`config.mk`:
```
export PLATFORM = sky130hd
export DESIGN_NAME = micro_div
export DESIGN_NICKNAME = d
export VERILOG_FILES = /design/src/rtl/micro_div.sv
export SDC_FILE = /design/constraint.sdc
export NUM_CORES = 1
export LEC_CHECK = 0
export BUFFER_PORTS_ARGS = -buffer_cell sky130_fd_sc_hd__buf_4
export CORE_UTILIZATION = 50
export CTS_CLUSTER_SIZE = 8
export DETAILED_ROUTE_END_ITERATION = 12
export GPL_TIMING_DRIVEN = 0
export PLACE_DENSITY = 0.74
export SLEW_MARGIN = 30
export SYNTH_ARGS = -nofsm -noshare
export SYNTH_HDL_FRONTEND = slang
export SYNTH_SLANG_ARGS = --single-unit
```
`constraint.sdc`:
```
create_clock -name sys_clk -period 1.7 [get_ports sys_clk]
set_input_delay 0.425 -clock sys_clk [delete_from_list [all_inputs] [get_ports sys_clk]]
set_output_delay 0.425 -clock sys_clk [all_outputs]
set_load 0.005 [all_outputs]
```
`src/rtl/micro_div.sv`:
```
// micro_div: sequential restoring divider, one quotient bit per clock, start/busy/done handshake.
// Define MICRO_DIV_DBZ_EN to add the dbz port and a one-cycle divide-by-zero shortcut.
//
// state  | meaning
// IDLE   | waiting for start, result registers hold last result
// ITER   | one restoring step per clock, WIDTH_N steps
// DONE   | done strobe for one cycle, then back to IDLE
module micro_div #(
  parameter int WIDTH_N = 8,
  parameter int WIDTH_D = 4
) (
  input  logic               sys_clk,
  input  logic               sys_rst,
  input  logic               start,
  input  logic [WIDTH_N-1:0] dividend,
  input  logic [WIDTH_D-1:0] divisor,
  output logic               busy,
  output logic               done,
  output logic [WIDTH_N-1:0] quotient,
  output logic [WIDTH_D-1:0] remainder
`ifdef MICRO_DIV_DBZ_EN
  ,
  output logic               dbz
`endif
);

  localparam int CW = $clog2(WIDTH_N + 1);

  typedef enum logic [1:0] {S_IDLE, S_ITER, S_DONE} state_t;

  state_t             state_q, state_d;
  logic [WIDTH_N-1:0] n_q, n_d;
  logic [WIDTH_D-1:0] d_q, d_d;
  logic [WIDTH_D-1:0] p_q, p_d;
  logic [WIDTH_N-1:0] q_q, q_d;
  logic [CW-1:0]      cnt_q, cnt_d;
  logic [WIDTH_N-1:0] quot_q, quot_d;
  logic [WIDTH_D-1:0] rem_q, rem_d;
`ifdef MICRO_DIV_DBZ_EN
  logic               dbz_q, dbz_d;
`endif

  // The trial value T is {t_hi, t_lo}. P < D keeps P within WIDTH_D bits, so the
  // subtract only needs the low WIDTH_D bits; t_hi=1 means T already exceeds any D.
  logic               t_hi;
  logic [WIDTH_D-1:0] t_lo;
  logic [WIDTH_D:0]   low_diff;
  logic               ge;
  logic [WIDTH_D-1:0] p_new;
  logic [WIDTH_N-1:0] q_new;

  always_comb begin
    t_hi     = p_q[WIDTH_D-1];
    t_lo     = {p_q[WIDTH_D-2:0], n_q[WIDTH_N-1]};
    low_diff = {1'b0, t_lo} - {1'b0, d_q};
    ge       = t_hi | ~low_diff[WIDTH_D];
    p_new    = ge ? low_diff[WIDTH_D-1:0] : t_lo;
    q_new    = {q_q[WIDTH_N-2:0], ge};

    state_d = state_q;
    n_d     = n_q;
    d_d     = d_q;
    p_d     = p_q;
    q_d     = q_q;
    cnt_d   = cnt_q;
    quot_d  = quot_q;
    rem_d   = rem_q;
`ifdef MICRO_DIV_DBZ_EN
    dbz_d   = dbz_q;
`endif

    case (state_q)
      S_IDLE: begin
        if (start) begin
          n_d     = dividend;
          d_d     = divisor;
          p_d     = '0;
          q_d     = '0;
          cnt_d   = CW'(WIDTH_N);
          state_d = S_ITER;
`ifdef MICRO_DIV_DBZ_EN
          dbz_d   = 1'b0;
          if (divisor == '0) begin
            state_d = S_DONE;
            quot_d  = '1;
            rem_d   = dividend[WIDTH_D-1:0];
            dbz_d   = 1'b1;
          end
`endif
        end
      end
      S_ITER: begin
        p_d   = p_new;
        q_d   = q_new;
        n_d   = n_q << 1;
        cnt_d = cnt_q - CW'(1);
        if (cnt_q == CW'(1)) begin
          quot_d  = q_new;
          rem_d   = p_new;
          state_d = S_DONE;
        end
      end
      S_DONE:  state_d = S_IDLE;
      default: state_d = S_IDLE;
    endcase
  end

  always_ff @(posedge sys_clk or posedge sys_rst) begin
    if (sys_rst) begin
      state_q <= S_IDLE;
      n_q     <= '0;
      d_q     <= '0;
      p_q     <= '0;
      q_q     <= '0;
      cnt_q   <= '0;
      quot_q  <= '0;
      rem_q   <= '0;
`ifdef MICRO_DIV_DBZ_EN
      dbz_q   <= 1'b0;
`endif
    end else begin
      state_q <= state_d;
      n_q     <= n_d;
      d_q     <= d_d;
      p_q     <= p_d;
      q_q     <= q_d;
      cnt_q   <= cnt_d;
      quot_q  <= quot_d;
      rem_q   <= rem_d;
`ifdef MICRO_DIV_DBZ_EN
      dbz_q   <= dbz_d;
`endif
    end
  end

  assign busy      = (state_q != S_IDLE);
  assign done      = (state_q == S_DONE);
  assign quotient  = quot_q;
  assign remainder = rem_q;
`ifdef MICRO_DIV_DBZ_EN
  assign dbz       = dbz_q;
`endif

endmodule

```
==> results.yml, run 1 <==
power_and_ir_drop:
  netSwitchingPower_uw: 2179
  intPower_uw: 3089
  ir_drop_uv: 1006
  p_sw_frac: 0.4137
  power_density_nw_per_um2: 2194
  p_leak_uw: 0.001164
  pwr-share-seq: 0.337
  p_clk_frac: 0.115
  combPwrFrac: 0.548
setup_path:
  crit_type: "reg2reg"
  critical_path_required_ns: 1.87
  worst_setup_path_start_kind: "flip-flop"
  cp.arrival_ns: 1.91
  cp-end-kind: "flip-flop"
  path_max_fanout: 8
route:
  avgViaCountPerCell: 5.076
  drtPass1Iterations: 4
  route.detailed.drc: 0
  totalWireLength_um: 3774
  ant_nets: 0
  drt_iter0_markers: 69
  vias: 1462
  wire_per_inst_um: 13.10
logic_synthesis:
  yosys_warnings: 0
  synth_cell_type_count: 27
  syn_area_um2: 1868
  synth_area_leaders: "dfrtp_1, nand2_1, o21ai_0"
  synth_top_area_frac: 0.5492
  avgSynthCellArea_um2: 9.294
  syn_nets: 223
  ys_ff_latch: 41
  synth_top_area_cell: "dfrtp_1"
  yosysSeqAreaShare: 0.5492
  syn_inst: 201
timing:
  worst_slew_pin_slew_ns: 0.4673
  period_needed_ns: 1.734
  relSlewSlack: 0.6880
  setup_viol: 6
  timing.fmax_mhz: 576.6
  skew_ns: 0.004965
  finalSetupTns_ns: -0.1195
  post-route-period-util: 1.020
  hold_viol_final: 0
  drv_slew: 0
  rsz0062_at_grt: "yes"
  setup_ws_ns: -0.03442
clock_network:
  cts_inserted_buffers: 5
  root_buffer: "clkbuf_8"
  clock-sinks: 41
  clk_pin_slew_worst_paths_ns: 0.07
  ctsHoldBuffers: 0
  cts_tree: "built"
  htreeDepth: 2
  clock_path_buffers: 2
  clkLatencyLatePin_ns: 0.29
layout:
  fin_nets: 263
  syn2layout_area_growth_pct: 28.53
  utilization: 0.6923
  multi_input_comb_area_um2: 864.6
  ff_latch_area_um2: 1026
  diodes: 0
  finalNonFillerCells: 288
  drive_gt1_frac: 0.3058
  fillers: 279
placement:
  dpl.hpwl_um: 2541
  gp_congestion: 0.8268
  pre_cts_ws_ns: -0.1722
  dp.cells: 276
  io_buffer_count: 28
run:
  cap_violations: 0
die:
  core_um2: 3468
  start_util: 0.5386
  dieArea_um2: 3985
  fp.dieW_um: 63.13
  ios: 29
  rows: 21
  die_h_um: 63.13
global_routing:
  grt_first_pass_wirelength_um: 6375
  grt_usage: 0.2093
  grt_max_degree: 22
  antenna_found_initial: 0
  grt_pass1_vias: 1376
  gr-total-overflow: 0
worst_hold_path:
  hp-class: "in2async"
run_status:
  violations: "negative setup slack"
  outcome: "finished, violations left"
[final timing paths]
path | start | to | slack, ns | cells past startpoint
setup / recovery | n_q[7] | p_q[1] | -0.03 | 8
hold / removal | sys_rst | d_q[2] | 0.15 | 2
setup reg to reg | n_q[7] | p_q[1] | -0.03 | 8
hold reg to reg | quotient[4] | quotient[4] | 0.48 | 2
max in group asynchronous | sys_rst | quotient[3] | 1.09 | 3
min in group sys_clk | dividend[0] | n_q[0] | 0.33 | 3
[logic make-up (layout without fill, tap and decap cells)]
family / after synthesis / count (layout) / synth area share
xor+xnor: 4 / 4 / 0.01876
fa+ha+maj: 7 / 7 / 0.05090
buf+inv: 20 / 61 / 0.05492
simple gates: 94 / 94 / 0.2157
compound gates: 32 / 32 / 0.09377
flops: 41 / 41 / 0.5492
mux: 3 / 3 / 0.01674
[stage by stage]
stage,instance area (µm²),hold slack [ns],power [µW]
6_report,2401,0.1519,5269
5_1_grt,2401,0.1818,5703
3_5_place_dp,2163,0.4645,3794
2_1_floorplan,1868,0.4386,3126
4_1_cts,2262,0.1684,4497
3_3_place_gp,2136,0.4613,3701
[synthesized netlist by cell type]
library cell  count
nand2_1          65
dfrtp_1          41
o21ai_0          23
nor2_1           10
inv_1             9
nand3_1           9
buf_2             7
a31oi_1           6
ha_1              6
a21oi_1           2
buf_6             2
mux2i_1           2
nand2_2           2
nand2b_1          2
xnor2_1           2
xor2_1            2
a211oi_2          1
and2_1            1
and2b_1           1
buf_4             1
fa_1              1
inv_2             1
mux2_2            1
nor2_2            1
nor2b_1           1
nor3b_2           1
nor4_2            1
[flip-flops by register name, indices dropped and copies added, names as in the netlist]
signal / flops
q_q: 7
n_q: 8
quotient: 8
p_q: 4
remainder: 4
d_q: 4
state_q: 2
cnt_q: 4
[routing by layer]
metal | GRT usage | part of all wire
met4 | 0.06977 | 0.016
met3 | 0.06159 | 0.037
met5 | 0 | 0
met2 | 0.2997 | 0.45
met1 | 0.3022 | 0.50
[cell type report]
type                    instances  area share
plain buffers                  10     0.02710
clock buffers                   6     0.03022
clock inverters                 2    0.004169
inverters                      10     0.01563
multi-input cells             140      0.3601
flip-flops and latches         41      0.4273
well taps                      46     0.02397
repair buffers                 33      0.1115
[power by group through the flow]
stage	clock (µW)	sequential (µW)	combinational, µW
after global routing	666	1840	3200
after global placement	0	1730	1970
after floorplan	0	1710	1420
after detailed placement	0	1750	2040
final	604	1780	2890
after CTS	608	1740	2150
[critical path, stage by stage, from the launching register on]
cell     delay, ns
dfrtp_1       0.39
inv_2         0.09
ha_4          0.14
inv_2         0.04
fa_2          0.41
nand3_4       0.11
nand2_8       0.10
mux2i_2       0.23
o21ai_1       0.10
[timing repair]
action                                  in CTS  in global routing
resized for setup                            6                 29
buffers inserted                             0                  4
endpoints found under the setup margin       9                  9
pin swaps                                    0                  6
[cell usage in the layout, fill, tap and decap left out, drive strengths merged, types with 6 or more instances in the layout]
master,Yosys,layout
nand2,67,67
ha,6,6
clkbuf,0,6
buf,10,43
dfrtp,41,41
nor2,11,11
nand3,9,9
o21ai,23,23
a31oi,6,6
inv,10,10
No activity file was read; power rests on OpenSTA's default activity.
==> run 2, diff against run 1 <==
--- a/config.mk
+++ b/config.mk
@@ -6,11 +6,13 @@
 export NUM_CORES = 1
 export LEC_CHECK = 0
 export BUFFER_PORTS_ARGS = -buffer_cell sky130_fd_sc_hd__buf_4
-export CORE_UTILIZATION = 50
+export CELL_PAD_IN_SITES_DETAIL_PLACEMENT = 1
+export CELL_PAD_IN_SITES_GLOBAL_PLACEMENT = 1
+export CORE_UTILIZATION = 38
 export CTS_CLUSTER_SIZE = 8
 export DETAILED_ROUTE_END_ITERATION = 12
 export GPL_TIMING_DRIVEN = 0
-export PLACE_DENSITY = 0.74
+export PLACE_DENSITY_LB_ADDON = 0.1
 export SLEW_MARGIN = 30
 export SYNTH_ARGS = -nofsm -noshare
 export SYNTH_HDL_FRONTEND = slang
==> run 2 against run 1 <==
The run still ends with negative setup slack left. Via count rose by 2.7%. Sequential share of layout area fell by 1.5 points. Count of clock-buffer cells in the layout fell by 1. Register-to-register slack improved by 0.03 ns. Sequential power barely moved. Final area rose by 3.5%. Flip-flop and latch count did not move. Total power rose by 7.4%. Clock skew rose by 0.010 ns. Final cell count rose by 8.0%. Largest power group unchanged.
==> results.yml, run 2 (synthesized netlist as in run 1, its figures left out) <==
global_routing:
  grt_first_pass_wirelength_um: 7562
  antenna_found_initial: 0
  gr-total-overflow: 0
  grt_pass1_vias: 1591
  grt_max_degree: 28
  grt_usage: 0.1925
route:
  drtPass1Iterations: 4
  drt_iter0_markers: 50
  wire_per_inst_um: 14.62
  totalWireLength_um: 4546
  vias: 1501
  avgViaCountPerCell: 4.826
  route.detailed.drc: 0
  ant_nets: 0
timing:
  setup_ws_ns: -0.002465
  hold_viol_final: 0
  drv_slew: 0
  rsz0062_at_grt: "yes"
  timing.fmax_mhz: 587.4
  worst_slew_pin_slew_ns: 0.3701
  period_needed_ns: 1.702
  post-route-period-util: 1.001
  setup_viol: 1
  relSlewSlack: 0.7529
  skew_ns: 0.01530
layout:
  drive_gt1_frac: 0.3115
  utilization: 0.5264
  ff_latch_area_um2: 1026
  diodes: 0
  final_common_cell: "nand2_1"
  finalNonFillerCells: 311
  fin_nets: 265
  most-common-layout-cells: "nand2_1, dfrtp_1, buf_4"
  fillers: 525
  syn2layout_area_growth_pct: 33.09
  multi_input_comb_area_um2: 864.6
setup_path:
  worst_setup_path_start_kind: "flip-flop"
  timing.rr.start: "n_q[7]"
  timing.rr.end: "p_q[3]"
  crit_type: "reg2reg"
  critical_path_required_ns: 1.92
  cp-end-kind: "flip-flop"
  cp.arrival_ns: 1.92
  reg2reg_depth: 8
  r2r_setup_slack_ns: -0.002
  path_max_fanout: 8
  startpoint: "n_q[7]"
  crit_end: "p_q[3]"
run_status:
  violations: "negative setup slack"
  outcome: "finished, violations left"
clock_network:
  clock_path_buffers: 2
  htreeDepth: 2
  clock-sinks: 41
  clkLatencyLatePin_ns: 0.30
  root_buffer: "clkbuf_8"
  cts_inserted_buffers: 5
  clk_pin_slew_worst_paths_ns: 0.09
  cts_tree: "built"
power_and_ir_drop:
  p_clk_frac: 0.166
  combPwrFrac: 0.516
  pwr-share-seq: 0.318
  netSwitchingPower_uw: 2275
  p_leak_uw: 0.001191
  p_sw_frac: 0.4021
  power_density_nw_per_um2: 2276
  ir_drop_uv: 838.8
  intPower_uw: 3384
die:
  rows: 25
  dieArea_um2: 5201
  die_h_um: 72.12
  fp.dieW_um: 72.12
  start_util: 0.3955
  core_um2: 4723
  ios: 29
placement:
  dpl.hpwl_um: 3189
  gp_congestion: 0.7731
  dp.cells: 297
  io_buffer_count: 28
  pre_cts_ws_ns: -0.1800
worst_hold_path:
  hp-class: "in2async"
run:
  cap_violations: 0
==> run 2: changes by cell type in the layout (fill, tap and decap cells not counted), sizes merged <==
| cell | delta |
|---|---|
| clkinv | -1 |
| bufinv | +2 |
| clkbuf | -1 |
| buf | +2 |
==> run 2: layout make-up <==
class                   count  area share
clock inverters             3     0.02617
clock buffers               5     0.02768
multi-input cells         140      0.3478
inverters                  10     0.01510
well taps                  67     0.03372
flip-flops and latches     41      0.4127
plain buffers              10     0.02617
repair buffers             35      0.1107
==> run 2: how the worst min path moves through the flow <==
| stage | to | slack (ns) | depth (start not counted) |
|---|---|---|---|
| 3_3_place_gp | quotient[2] | 0.46 | 2 |
| 5_1_grt | cnt_q[1] | 0.11 | 2 |
| 3_5_place_dp | remainder[2] | 0.43 | 2 |
| 6_report | n_q[0] | 0.09 | 2 |
| 2_1_floorplan | quotient[7] | 0.44 | 2 |
| 4_1_cts | cnt_q[1] | 0.10 | 2 |
==> run 2: routing by layer <==
layer  GRT usage  routed length, µm
met4     0.05229                 47
met3     0.05139                165
met1      0.2441               2057
met5           0                  0
met2      0.3250               2276
==> run 2: stage by stage <==
step / setup TNS, ns / hold WS [ns] / power, µW / area (µm²)
final: -0.002465 / 0.09185 / 5659 / 2486
after floorplan: 0 / 0.4386 / 3126 / 1868
after CTS: -0.04171 / 0.1018 / 5176 / 2387
after detailed placement: -1.175 / 0.4280 / 3886 / 2182
after global routing: -0.1824 / 0.1092 / 6095 / 2486
after global placement: -7.790 / 0.4586 / 3701 / 2162
==> run 2: power groups by stage <==
stage,clock [µW],combinational (µW),sequential (µW)
CTS,950,2450,1780
finish,938,2920,1800
global route,987,3240,1870
global placement,0,1960,1740
detailed placement,0,2110,1780
floorplan,0,1420,1710
==> run 2: repair_timing <==
| action | CTS | global route |
|---|---|---|
| resized for setup | 17 | 17 |
| hold buffers | 0 | 0 |
| pin swaps | 4 | 7 |
| hold endpoints to repair | 0 | 0 |
| setup buffers | 4 | 2 |
| endpoints found under the setup margin | 9 | 10 |
==> run 2: critical path, stage by stage (launching register included) <==
cell and delay (ns):
dfrtp_1 0.41, inv_2 0.09, ha_4 0.14, inv_2 0.04, fa_2 0.37, nand3_4 0.10, nand2_8 0.10, mux2i_4 0.23
o21ai_1 0.14
